[src/rtl/mem_port_arbiter_pkg.sv]
`default_nettype none
// ============================================================================
// Module      : mem_port_arbiter_pkg
// Description : Shared types for the I/D-cache memory port arbiter:
//               FSM state encoding, arb_owner codes and the last-served tag
//               used by the round-robin tie-break (ARB_RR_EN builds only).
// Revision    : 1.0 - initial release
// ============================================================================
package mem_port_arbiter_pkg;

  // State values equal the owner codes so arb_owner is a straight copy.
  typedef enum logic [1:0] {
    ST_IDLE    = 2'b00,
    ST_GRANT_I = 2'b01,
    ST_GRANT_D = 2'b10
  } arb_state_e;

  localparam logic [1:0] OWN_NONE = 2'b00;
  localparam logic [1:0] OWN_I    = 2'b01;
  localparam logic [1:0] OWN_D    = 2'b10;

  typedef enum logic {
    LAST_I = 1'b0,
    LAST_D = 1'b1
  } last_e;

endpackage : mem_port_arbiter_pkg
`default_nettype wire

[src/rtl/mem_port_arbiter_if.sv]
`default_nettype none
// ============================================================================
// Module      : mem_port_arbiter_if
// Description : Bundles the I-cache, D-cache and memory handshake signals of
//               the memory port arbiter.
//               slave  : arbiter view (serves cache requests, drives memory)
//               master : environment view (caches + memory model)
//   I-cache : i_req_valid, i_req_addr -> i_req_ready, i_req_data
//   D-cache : d_req_valid, d_req_wr, d_req_addr, d_wr_data
//             -> d_req_ready, d_req_data
//   Memory  : mem_req_valid, mem_req_wr, mem_req_addr, mem_wr_data
//             <- mem_req_ready, mem_req_data
//   Status  : arb_owner (00 none, 01 I, 10 D)
// Revision    : 1.0 - initial release
// ============================================================================
interface mem_port_arbiter_if #(
  parameter int ADDR_W = 32,
  parameter int DATA_W = 32
);
  logic              i_req_valid;
  logic [ADDR_W-1:0] i_req_addr;
  logic              i_req_ready;
  logic [DATA_W-1:0] i_req_data;

  logic              d_req_valid;
  logic              d_req_wr;
  logic [ADDR_W-1:0] d_req_addr;
  logic [DATA_W-1:0] d_wr_data;
  logic              d_req_ready;
  logic [DATA_W-1:0] d_req_data;

  logic              mem_req_valid;
  logic              mem_req_wr;
  logic [ADDR_W-1:0] mem_req_addr;
  logic [DATA_W-1:0] mem_wr_data;
  logic              mem_req_ready;
  logic [DATA_W-1:0] mem_req_data;

  logic [1:0]        arb_owner;

  modport slave (
    input  i_req_valid, i_req_addr,
    output i_req_ready, i_req_data,
    input  d_req_valid, d_req_wr, d_req_addr, d_wr_data,
    output d_req_ready, d_req_data,
    output mem_req_valid, mem_req_wr, mem_req_addr, mem_wr_data,
    input  mem_req_ready, mem_req_data,
    output arb_owner
  );

  modport master (
    output i_req_valid, i_req_addr,
    input  i_req_ready, i_req_data,
    output d_req_valid, d_req_wr, d_req_addr, d_wr_data,
    input  d_req_ready, d_req_data,
    input  mem_req_valid, mem_req_wr, mem_req_addr, mem_wr_data,
    output mem_req_ready, mem_req_data,
    input  arb_owner
  );
endinterface : mem_port_arbiter_if
`default_nettype wire

[src/rtl/mem_port_arbiter_rr_pick.sv]
`default_nettype none
// ============================================================================
// Module      : arb_rr_pick
// Description : Combinational round-robin picker. A lone requester always
//               wins; on a tie the requester that was not served last wins.
//   i_valid, d_valid : request lines
//   last_served      : requester granted most recently
//   grant_i, grant_d : one-hot (or zero) grant
// Revision    : 1.0 - initial release
// ============================================================================
module arb_rr_pick
  import mem_port_arbiter_pkg::*;
(
  input  wire logic  i_valid,
  input  wire logic  d_valid,
  input  wire last_e last_served,
  output logic       grant_i,
  output logic       grant_d
);
  always_comb begin
    grant_i = 1'b0;
    grant_d = 1'b0;
    if (i_valid && d_valid) begin
      grant_i = (last_served == LAST_D);
      grant_d = (last_served == LAST_I);
    end else begin
      grant_i = i_valid;
      grant_d = d_valid;
    end
  end
endmodule : arb_rr_pick
`default_nettype wire

[src/rtl/mem_port_arbiter.sv]
`default_nettype none
// ============================================================================
// Module      : mem_port_arbiter
// Description : Shares one memory request port between the I-cache (reads)
//               and the D-cache (reads and write-backs), one transaction in
//               flight. The winner's request is registered toward memory;
//               memory ready/data are routed combinationally to the owner.
//   clk, rst : clock, synchronous active-high reset
//   bus      : mem_port_arbiter_if.slave (cache + memory handshakes)
// Config      : ARB_RR_EN defined   -> round-robin tie-break
//               ARB_RR_EN undefined -> fixed priority, D-cache wins ties
// Revision    : 1.0 - initial release
// ============================================================================
module mem_port_arbiter
  import mem_port_arbiter_pkg::*;
#(
  parameter int ADDR_W = 32,
  parameter int DATA_W = 32
) (
  input  wire logic clk,
  input  wire logic rst,
  mem_port_arbiter_if.slave bus
);

  arb_state_e        state_q, state_d;
  logic              mem_valid_q, mem_valid_d;
  logic              mem_wr_q, mem_wr_d;
  logic [ADDR_W-1:0] mem_addr_q, mem_addr_d;
  logic [DATA_W-1:0] mem_wdata_q, mem_wdata_d;

  logic grant_i;
  logic grant_d;

`ifdef ARB_RR_EN
  last_e last_served_q, last_served_d;

  arb_rr_pick u_rr_pick (
    .i_valid     (bus.i_req_valid),
    .d_valid     (bus.d_req_valid),
    .last_served (last_served_q),
    .grant_i     (grant_i),
    .grant_d     (grant_d)
  );

  // Only a grant taken from IDLE moves the round-robin pointer.
  always_comb begin
    last_served_d = last_served_q;
    if (state_q == ST_IDLE) begin
      if (grant_d)      last_served_d = LAST_D;
      else if (grant_i) last_served_d = LAST_I;
    end
  end

  always_ff @(posedge clk) begin
    if (rst) last_served_q <= LAST_I;
    else     last_served_q <= last_served_d;
  end
`else
  assign grant_d = bus.d_req_valid;
  assign grant_i = bus.i_req_valid & ~bus.d_req_valid;
`endif

  always_comb begin
    state_d     = state_q;
    mem_valid_d = mem_valid_q;
    mem_wr_d    = mem_wr_q;
    mem_addr_d  = mem_addr_q;
    mem_wdata_d = mem_wdata_q;
    unique case (state_q)
      ST_IDLE: begin
        // mem_req_ready is deliberately ignored here.
        if (grant_d) begin
          state_d     = ST_GRANT_D;
          mem_valid_d = 1'b1;
          mem_wr_d    = bus.d_req_wr;
          mem_addr_d  = bus.d_req_addr;
          mem_wdata_d = bus.d_wr_data;
        end else if (grant_i) begin
          state_d     = ST_GRANT_I;
          mem_valid_d = 1'b1;
          mem_wr_d    = 1'b0;
          mem_addr_d  = bus.i_req_addr;
          mem_wdata_d = '0;
        end
      end
      ST_GRANT_I, ST_GRANT_D: begin
        // Requester inputs are ignored; latched values held until done.
        if (bus.mem_req_ready) begin
          state_d     = ST_IDLE;
          mem_valid_d = 1'b0;
        end
      end
      default: begin
        state_d     = ST_IDLE;
        mem_valid_d = 1'b0;
      end
    endcase
  end

  always_ff @(posedge clk) begin
    if (rst) begin
      state_q     <= ST_IDLE;
      mem_valid_q <= 1'b0;
      mem_wr_q    <= 1'b0;
      mem_addr_q  <= '0;
      mem_wdata_q <= '0;
    end else begin
      state_q     <= state_d;
      mem_valid_q <= mem_valid_d;
      mem_wr_q    <= mem_wr_d;
      mem_addr_q  <= mem_addr_d;
      mem_wdata_q <= mem_wdata_d;
    end
  end

  // A reset cycle suppresses completion even if memory answers in it.
  logic i_done;
  logic d_done;
  assign i_done = (state_q == ST_GRANT_I) && bus.mem_req_ready && !rst;
  assign d_done = (state_q == ST_GRANT_D) && bus.mem_req_ready && !rst;

  assign bus.i_req_ready   = i_done;
  assign bus.i_req_data    = i_done ? bus.mem_req_data : '0;
  assign bus.d_req_ready   = d_done;
  assign bus.d_req_data    = d_done ? bus.mem_req_data : '0;

  assign bus.mem_req_valid = mem_valid_q;
  assign bus.mem_req_wr    = mem_wr_q;
  assign bus.mem_req_addr  = mem_addr_q;
  assign bus.mem_wr_data   = mem_wdata_q;

  always_comb begin
    bus.arb_owner = OWN_NONE;
    if (state_q == ST_GRANT_I)      bus.arb_owner = OWN_I;
    else if (state_q == ST_GRANT_D) bus.arb_owner = OWN_D;
  end

endmodule : mem_port_arbiter
`default_nettype wire

[src/flat_wrapper.sv]
// flat-port wrapper written by rule: the top's interface ports become plain ports
module mem_port_arbiter_flat import mem_port_arbiter_pkg::*;
#(
  parameter int ADDR_W = 32,
  parameter int DATA_W = 32
)
  (clk, rst, bus_i_req_valid, bus_i_req_addr, bus_i_req_ready, bus_i_req_data, bus_d_req_valid, bus_d_req_wr, bus_d_req_addr, bus_d_wr_data, bus_d_req_ready, bus_d_req_data, bus_mem_req_valid, bus_mem_req_wr, bus_mem_req_addr, bus_mem_wr_data, bus_mem_req_ready, bus_mem_req_data, bus_arb_owner);
  mem_port_arbiter_if #(.ADDR_W(ADDR_W), .DATA_W(DATA_W)) bus_i ();
  input  wire logic clk;
  input  wire logic rst;
  input wire logic [$bits(bus_i.i_req_valid)-1:0] bus_i_req_valid;
  input wire logic [$bits(bus_i.i_req_addr)-1:0] bus_i_req_addr;
  output wire logic [$bits(bus_i.i_req_ready)-1:0] bus_i_req_ready;
  output wire logic [$bits(bus_i.i_req_data)-1:0] bus_i_req_data;
  input wire logic [$bits(bus_i.d_req_valid)-1:0] bus_d_req_valid;
  input wire logic [$bits(bus_i.d_req_wr)-1:0] bus_d_req_wr;
  input wire logic [$bits(bus_i.d_req_addr)-1:0] bus_d_req_addr;
  input wire logic [$bits(bus_i.d_wr_data)-1:0] bus_d_wr_data;
  output wire logic [$bits(bus_i.d_req_ready)-1:0] bus_d_req_ready;
  output wire logic [$bits(bus_i.d_req_data)-1:0] bus_d_req_data;
  output wire logic [$bits(bus_i.mem_req_valid)-1:0] bus_mem_req_valid;
  output wire logic [$bits(bus_i.mem_req_wr)-1:0] bus_mem_req_wr;
  output wire logic [$bits(bus_i.mem_req_addr)-1:0] bus_mem_req_addr;
  output wire logic [$bits(bus_i.mem_wr_data)-1:0] bus_mem_wr_data;
  input wire logic [$bits(bus_i.mem_req_ready)-1:0] bus_mem_req_ready;
  input wire logic [$bits(bus_i.mem_req_data)-1:0] bus_mem_req_data;
  output wire logic [$bits(bus_i.arb_owner)-1:0] bus_arb_owner;
  assign bus_i.i_req_valid = bus_i_req_valid;
  assign bus_i.i_req_addr = bus_i_req_addr;
  assign bus_i_req_ready = bus_i.i_req_ready;
  assign bus_i_req_data = bus_i.i_req_data;
  assign bus_i.d_req_valid = bus_d_req_valid;
  assign bus_i.d_req_wr = bus_d_req_wr;
  assign bus_i.d_req_addr = bus_d_req_addr;
  assign bus_i.d_wr_data = bus_d_wr_data;
  assign bus_d_req_ready = bus_i.d_req_ready;
  assign bus_d_req_data = bus_i.d_req_data;
  assign bus_mem_req_valid = bus_i.mem_req_valid;
  assign bus_mem_req_wr = bus_i.mem_req_wr;
  assign bus_mem_req_addr = bus_i.mem_req_addr;
  assign bus_mem_wr_data = bus_i.mem_wr_data;
  assign bus_i.mem_req_ready = bus_mem_req_ready;
  assign bus_i.mem_req_data = bus_mem_req_data;
  assign bus_arb_owner = bus_i.arb_owner;
  mem_port_arbiter #(.ADDR_W(ADDR_W), .DATA_W(DATA_W)) u_core (.clk(clk), .rst(rst), .bus(bus_i));
endmodule
[config.mk]
export PLATFORM = sky130hd
export DESIGN_NAME = mem_port_arbiter_flat
export DESIGN_NICKNAME = d
export VERILOG_FILES = /design/src/rtl/mem_port_arbiter_pkg.sv /design/src/rtl/mem_port_arbiter_if.sv /design/src/rtl/mem_port_arbiter_rr_pick.sv /design/src/rtl/mem_port_arbiter.sv /design/src/flat_wrapper.sv
export SDC_FILE = /design/constraint.sdc
export NUM_CORES = 1
export LEC_CHECK = 0
export BUFFER_PORTS_ARGS = -buffer_cell sky130_fd_sc_hd__buf_2
export CORE_ASPECT_RATIO = 0.6
export CORE_MARGIN = 3
export CORE_UTILIZATION = 35
export DETAILED_ROUTE_END_ITERATION = 16
export GPL_ROUTABILITY_DRIVEN = 0
export GPL_TIMING_DRIVEN = 0
export MAX_ROUTING_LAYER = met4
export PLACE_DENSITY = 0.74
export SYNTH_ARGS = -nofsm -noshare
export SYNTH_HDL_FRONTEND = slang
export SYNTH_HIERARCHICAL = 1
export SYNTH_SLANG_ARGS = --single-unit
[constraint.sdc]
create_clock -name clk -period 1.5 [get_ports clk]
set_input_delay 0.225 -clock clk [delete_from_list [all_inputs] [get_ports clk]]
set_output_delay 0.225 -clock clk [all_outputs]
set_load 0.02 [all_outputs]
==> results of run 1 <==
[worst max-delay path: cells and delay by family (launching register included)]
family | cells | cell delay, ns
fa+ha+maj | 1 | 0.12
simple gates | 2 | 0.48
buf+inv | 3 | 0.35
flops | 1 | 0.36
[cells by family (layout without fill, tap and decap cells)]
family / count (synthesis) / after routing / share of synthesized area
AND/OR/NAND/NOR: 74 / 75 / 0.148
AO/OA/AOI/OAI: 72 / 72 / 0.253
flip-flops: 68 / 68 / 0.429
multiplexers: 32 / 32 / 0.101
buffers and inverters: 27 / 331 / 0.0532
adder cells (fa/ha/maj): 4 / 4 / 0.0158
other: 0 / 1 / 0
[metrics by stage]
step / utilization / TNS, ns
floorplan: - / -0.349
global placement: 0.542 / -13.68
detailed placement: 0.542 / -17.27
CTS: 0.673 / -20.32
global route: 0.702 / -26.45
finish: 0.702 / -20.50
[area by class of cell]
type | count | share of cell area
plain buffers | 23 | 0.0445
multi-input cells | 183 | 0.310
diodes | 1 | 0.000412
flip-flops and latches | 68 | 0.225
clock inverters | 6 | 0.0146
inverters | 4 | 0.00330
well taps | 112 | 0.0231
clock buffers | 10 | 0.0377
repair buffers | 288 | 0.341
[report_power, final]
group / total [mW] / leakage [nW] / internal, mW / switching [mW]
sequential: 2.11 / 0.561 / 1.99 / 0.122
clock: 2.21 / 0.149 / 1.45 / 0.756
combinational: 1.59 / 2.38 / 0.771 / 0.820
total: 5.91 / 3.09 / 4.21 / 1.70
[how the worst max path moves through the flow]
stage	to	slack, ns
after floorplan	bus_i_req_data[10]	-0.02
after global placement	u_core/bus.mem_wr_data[24]	-0.22
after detailed placement	u_core/bus.mem_wr_data[22]	-0.25
after CTS	bus_i_req_data[20]	-0.36
after global routing	bus_d_req_data[3]	-0.41
final	bus_d_req_data[3]	-0.35
[metal layers]
metal  GRT usage  vias to the layer above  part of all wire  wire, µm
met5           -                        -                 0         0
met4      0.0849                        0             0.032       425
met3      0.0782                       30             0.081      1100
met2       0.440                      165              0.52      7000
met1       0.244                     1612              0.37      4930
li1            -                     1603                 -         -
[cell usage after synthesis, drive strengths merged (2+ instances only)]
library cell  number
nand2b             4
buf               19
o2bb2ai           32
and2              64
clkbuf             4
and3b              2
ha                 4
inv                4
nor2               2
a21oi              2
mux2i             32
dfxtp             68
a22o              33
[sequential cells by signal, indices dropped and copies added, names as in the netlist]
name / flops
u_core/bus.mem_req_addr: 32
u_core/bus.mem_wr_data: 32
u_core/state_q: 2
u_core/bus.mem_req_valid: 1
u_core/bus.mem_req_wr: 1
[what timing repair did]
item,4_1_cts,5_1_grt
hold buffers,0,0
buffers inserted,5,6
cloned,8,5
endpoints found under the setup margin,126,122
pin swaps,64,4
hold endpoints to repair,0,0
resized for setup,238,29
==> results by group, run 1 <==
Global routing
  – Initial antenna violation count: 1
  – Total global routing overflow: 0
  – Largest net degree at the start of global routing: 13
  – First-pass GRT wire length: 18.5 mm
  – Vias in the first global route: 3514
  – Total track usage: 0.241

Detailed routing
  – Final wirelength: 13.5 mm
  – DRC: 0
  – Post-DR vias/cell: 4.91
  – Drt first pass iters: 4
  – Drt wl/cell: 19.4 µm
  – Initial DRC count: 113
  – Via count: 3410
  – Post-DRT Antenna Nets: 0

CTS
  – Worst-skew pair later-pin latency: 0.32 ns
  – CTS tree: yes
  – CTS Sinks: 68
  – H-tree depth: 3
  – Clock Tree Buf Depth: 2
  – CTS clk-pin slew, worst paths: 0.06 ns
  – CTS buffer count: 9
  – Root Buffer: clkbuf_16

Placed design
  – DPL Wire Length: 8.17 mm
  – I/O Buffers: 266
  – Dpl cell area: 4690 µm²
  – Post-place setup slack: -0.247 ns
  – DP Cell Count: 655

Critical path
  – R2R Setup Slk: -0.03 ns
  – Critical Path, Cell by Cell: inv_4, ha_4, and3b_2, buf_8, and2_4, buf_6
  – R2r worst-path depth: 8
  – CP Launch Type: flip-flop
  – FF-to-FF Start: u_core/state_q[1]
  – WP data arrival: 1.63 ns
  – CP Capture Type: output port
  – Critical path required time: 1.27 ns
  – Worst r2r dst: u_core/bus.mem_req_addr[10]
  – WS Path Type: flip-flop to output port
  – Max incr delay on CP: 0.36 ns
  – CP max-delay cell: dfxtp_4
  – Crit path launch: u_core/state_q[0]
  – Critical path fanouts, max: 5

Final layout
  – Most frequent cells in the layout: 202 x buf_2, 75 x buf_6, 66 x dfxtp_1
  – Post-route insts no fill: 695
  – Multi-input gate area: 1880 µm²
  – Fillcell total: 606
  – Most common cell after layout, fill and taps aside: buf_2
  – Synth-to-layout area growth: 91.2%
  – Post-layout nets: 715
  – FF/Latch Area: 1370 µm²
  – Share of cells above drive strength 1: 0.744
  – Final Cell Area: 6070 µm²

Status
  – Outcome: complete, but fails checks
  – Failing checks: negative setup slack

Yosys
  – Synth async-reset ratio: 0
  – Synth cell types: 24
  – Main synth FF type: dfxtp_1
  – Synthesized cell area: 3170 µm²
  – Cell taking the most area after synthesis: dfxtp_1
  – Post-synth EDFFs: 0
  – Yosys warns: 6
  – Syn Area/Cell: 11.5 µm²
  – Cells after Synth: 277
  – Register area share after synthesis: 0.429
  – Yosys top cell area share: 0.429
  – Syn nets: 415
  – Register bit total from synthesis: 68
  – Area contributors post-synth: dfxtp_1 43%, o2bb2ai_2 14%, and2_1 13%, mux2i_1 10%, a22o_1 9.1%

Power and ir drop
  – Worst vdd ir: 0.000701 V
  – Power, Total: 5.91 mW
  – Pwr/cell area: 974 nW/µm²
  – Leakage power: 3.09 nW

Hold path
  – Hold Path Sink: u_core/bus.mem_wr_data[30]
  – Worst hold path class: input port to flip-flop
  – WHS Path Cells: 2
  – HP Start: bus_d_wr_data[30]

Timing
  – Final Hold Fails: 0
  – Final setup viols: 112
  – Final period utilization: 1.24
  – RSZ-0062 raised after global routing: true
  – Final setup margin: -0.354 ns
  – Fmax: 539 MHz
  – Min Clock Period, post-route: 1.85 ns
  – Slew @ Worst Pin: 0.338 ns
  – Worst slew margin: 0.774
  – Fin. max-slew vios: 0
  – Setup Skew: 0.00606 ns
  – Fin Hold WS: 0.109 ns

Flow run
  – Max Cap Viol: 0

Floorplanning
  – Die width: 129 µm
  – Initial Util: 0.367
  – Die ar.: 10300 µm²
  – Site Rows: 26
  – Core Footprint: 8650 µm²
  – Chip height: 79.8 µm
  – # IOs: 268
Power figures use the tool's default switching activity.
==> inputs of run 2 (changes only) <==
--- a/config.mk
+++ b/config.mk
@@ -8,12 +8,14 @@
 export BUFFER_PORTS_ARGS = -buffer_cell sky130_fd_sc_hd__buf_2
 export CORE_ASPECT_RATIO = 0.6
 export CORE_MARGIN = 3
-export CORE_UTILIZATION = 35
+export CORE_UTILIZATION = 36
+export CTS_BUF_LIST = sky130_fd_sc_hd__clkbuf_4
 export DETAILED_ROUTE_END_ITERATION = 16
 export GPL_ROUTABILITY_DRIVEN = 0
 export GPL_TIMING_DRIVEN = 0
 export MAX_ROUTING_LAYER = met4
-export PLACE_DENSITY = 0.74
+export PLACE_DENSITY = 0.76
+export SKIP_LAST_GASP = 1
 export SYNTH_ARGS = -nofsm -noshare
 export SYNTH_HDL_FRONTEND = slang
 export SYNTH_HIERARCHICAL = 1
==> run 2 against run 1 <==
Against the previous run: the run still ends with negative setup slack left; register-to-register slack got worse by 0.21 ns; power decreased by 10%; routed wire length increased by 12%; sequential cell count unchanged; worst hold slack got worse by 0.065 ns; sequential share of layout area decreased by 1.4 points; final cell count increased by 5.8%; largest cell class unchanged.
==> results by group, run 2 (synthesis results as in run 1) <==
Final layout
  – Fillcell total: 479 (-21%)
  – FF/Latch Area: 1370 µm² (-0.18%)
  – Final Cell Area: 6470 µm² (+6.6%)
  – Multi-input gate area: 1900 µm² (+0.93%)
  – Post-route insts no fill: 735 (+5.8%)
  – Most common cell after layout, fill and taps aside: buf_2
  – Post-layout nets: 760 (+6.3%)
  – Synth-to-layout area growth: 104%
  – Share of cells above drive strength 1: 0.720 (-0.0235)
  – Most frequent cells in the layout: 202 x buf_2, 86 x buf_6, 66 x dfxtp_1

CTS
  – CTS Sinks: 68 (unchanged)
  – CTS clk-pin slew, worst paths: 0.11 ns (+0.05 ns)
  – CTS buffer count: 9 (unchanged)
  – CTS tree: yes
  – Root Buffer: clkbuf_4
  – Clock Tree Buf Depth: 2 (unchanged)
  – H-tree depth: 3 (unchanged)
  – Worst-skew pair later-pin latency: 0.41 ns (+0.09 ns)

Detailed routing
  – Drt first pass iters: 4 (unchanged)
  – Via count: 3692 (+8.3%)
  – Initial DRC count: 150 (+33%)
  – Post-DRT Antenna Nets: 0 (unchanged)
  – Drt wl/cell: 20.4 µm (+5.6%)
  – Post-DR vias/cell: 5.02 (+2.4%)
  – DRC: 0 (unchanged)
  – Final wirelength: 15.0 mm (+12%)

Critical path
  – WS Path Type: flip-flop to output port
  – Critical path fanouts, max: 5 (unchanged)
  – Worst r2r dst: u_core/bus.mem_wr_data[13]
  – CP max-delay cell: dfxtp_2
  – CP Launch Type: flip-flop
  – Critical path required time: 1.27 ns (about the same)
  – CP Capture Type: output port
  – WP data arrival: 1.72 ns (+0.09 ns)
  – Max incr delay on CP: 0.36 ns (about the same)
  – Crit path launch: u_core/state_q[1]
  – R2r worst-path depth: 10 (+2)
  – Critical Path, Cell by Cell: buf_6, ha_4, and3b_2, clkbuf_8, and2_4, buf_6
  – Cell mode on critical path: buf_6
  – FF-to-FF Start: u_core/state_q[0]
  – Worst Setup EP: bus_d_req_data[14]
  – R2R Setup Slk: -0.24 ns (-0.21 ns)

Floorplanning
  – # IOs: 268 (unchanged)
  – Initial Util: 0.386 (+0.0190)
  – Site Rows: 25 (-3.8%)
  – Die ar.: 10000 µm² (-2.6%)
  – Die width: 127 µm (-1.3%)
  – Chip height: 78.7 µm (-1.3%)
  – Core Footprint: 8230 µm² (-4.9%)

Global routing
  – First-pass GRT wire length: 21.7 mm (+17%)
  – Largest net degree at the start of global routing: 13 (unchanged)
  – Total global routing overflow: 0 (unchanged)
  – Total track usage: 0.286 (+0.0450)
  – Vias in the first global route: 3978 (+13%)
  – Initial antenna violation count: 1 (unchanged)

Timing
  – Final setup margin: -0.449 ns (-0.0946 ns)
  – Fin. max-slew vios: 0 (unchanged)
  – Final setup viols: 132 (+18%)
  – Setup Skew: 0.0130 ns (+0.00694 ns)
  – Slew @ Worst Pin: 0.286 ns (-0.0524 ns)
  – Fin Hold WS: 0.0436 ns (-0.0652 ns)
  – Min Clock Period, post-route: 1.95 ns (+0.0946 ns)
  – Final period utilization: 1.30 (+0.0631)
  – RSZ-0062 raised after global routing: true
  – Fmax: 513 MHz (-4.9%)
  – Final Hold Fails: 0 (unchanged)
  – Worst slew margin: 0.804 (+0.0295)
  – Setup_tns: -34.12 ns (-13.62 ns)

Power and ir drop
  – Pwr/cell area: 821 nW/µm² (-16%)
  – Worst vdd ir: 0.000690 V (-1.6%)
  – Leakage power: 3.28 nW (+6.1%)

Placed design
  – I/O Buffers: 266 (unchanged)
  – DPL Wire Length: 8.79 mm (+7.6%)
  – DP Cell Count: 651 (-0.61%)
  – Dpl cell area: 4680 µm² (-0.11%)

Flow run
  – Max Cap Viol: 0 (unchanged)

Status
  – Outcome: complete, but fails checks
  – Failing checks: negative setup slack

Hold path
  – Worst hold path class: input port to flip-flop
run 2: changes by cell type in the layout (fill, tap and decap cells not counted), sizes merged:
cell / change
and3b: +1
buf: +17
clkbuf: -3
clkinv: +1
clkinvlp: -1
dlygate4sd3: +29
run 2: area by class of cell:
cell class | count | area share
Timing Repair Buffer | 334 | 0.408
Multi-Input combinational cell | 184 | 0.293
Sequential cell | 68 | 0.211
Buffer | 21 | 0.0387
Tap cell | 108 | 0.0209
Clock inverter | 6 | 0.0139
Clock buffer | 9 | 0.0104
Inverter | 4 | 0.00271
Antenna cell | 1 | 0.000387
run 2: timing repair:
item	4_1_cts	5_1_grt
setup endpoints to repair	127	134
hold endpoints to repair	29	0
pin swaps	67	10
setup buffers	18	9
resized for setup	276	16
gates cloned	17	1
hold buffers	29	0
run 2: worst max-delay path: cells and delay by family, from the launching register on:
kind | cells | cell delay, ns
adder cells (fa/ha/maj) | 1 | 0.13
buffers and inverters | 3 | 0.41
flip-flops | 1 | 0.36
AND/OR/NAND/NOR | 2 | 0.43
run 2: worst min-delay path by stage:
stage | startpoint | end | slack (ns) | depth (start not counted)
after floorplan | rst | u_core/state_q[1] | 0.29 | 1
after global placement | bus_d_wr_data[20] | u_core/bus.mem_wr_data[20] | 0.43 | 2
after detailed placement | bus_d_wr_data[9] | u_core/bus.mem_wr_data[9] | 0.44 | 2
after CTS | bus_d_wr_data[5] | u_core/bus.mem_wr_data[5] | 0.004 | 2
after global routing | bus_d_wr_data[0] | u_core/bus.mem_wr_data[0] | 0.006 | 2
final | bus_d_wr_data[28] | u_core/bus.mem_wr_data[28] | 0.04 | 2
run 2: power breakdown:
part,switching (mW),leakage (nW),total [mW],internal [mW]
Combinational,0.900,2.64,1.85,0.953
Sequential,0.124,0.561,2.11,1.99
Clock,0.681,0.0820,1.35,0.670
run 2: through the flow:
step                utilization  setup slack (ns)  power, mW
global route              0.786            -0.520       5.53
floorplan                     -           -0.0174       2.87
global placement          0.569            -0.205       3.35
detailed placement        0.569            -0.252       3.38
finish                    0.786            -0.449       5.31
CTS                       0.775            -0.460       5.26
run 2: per-layer routing:
metal | global-route usage | up-vias | wire length, µm
li1 | - | 1708 | -
met1 | 0.302 | 1772 | 5650
met2 | 0.520 | 182 | 8000
met3 | 0.0840 | 30 | 1050
met4 | 0.0931 | 0 | 324
met5 | - | - | 0
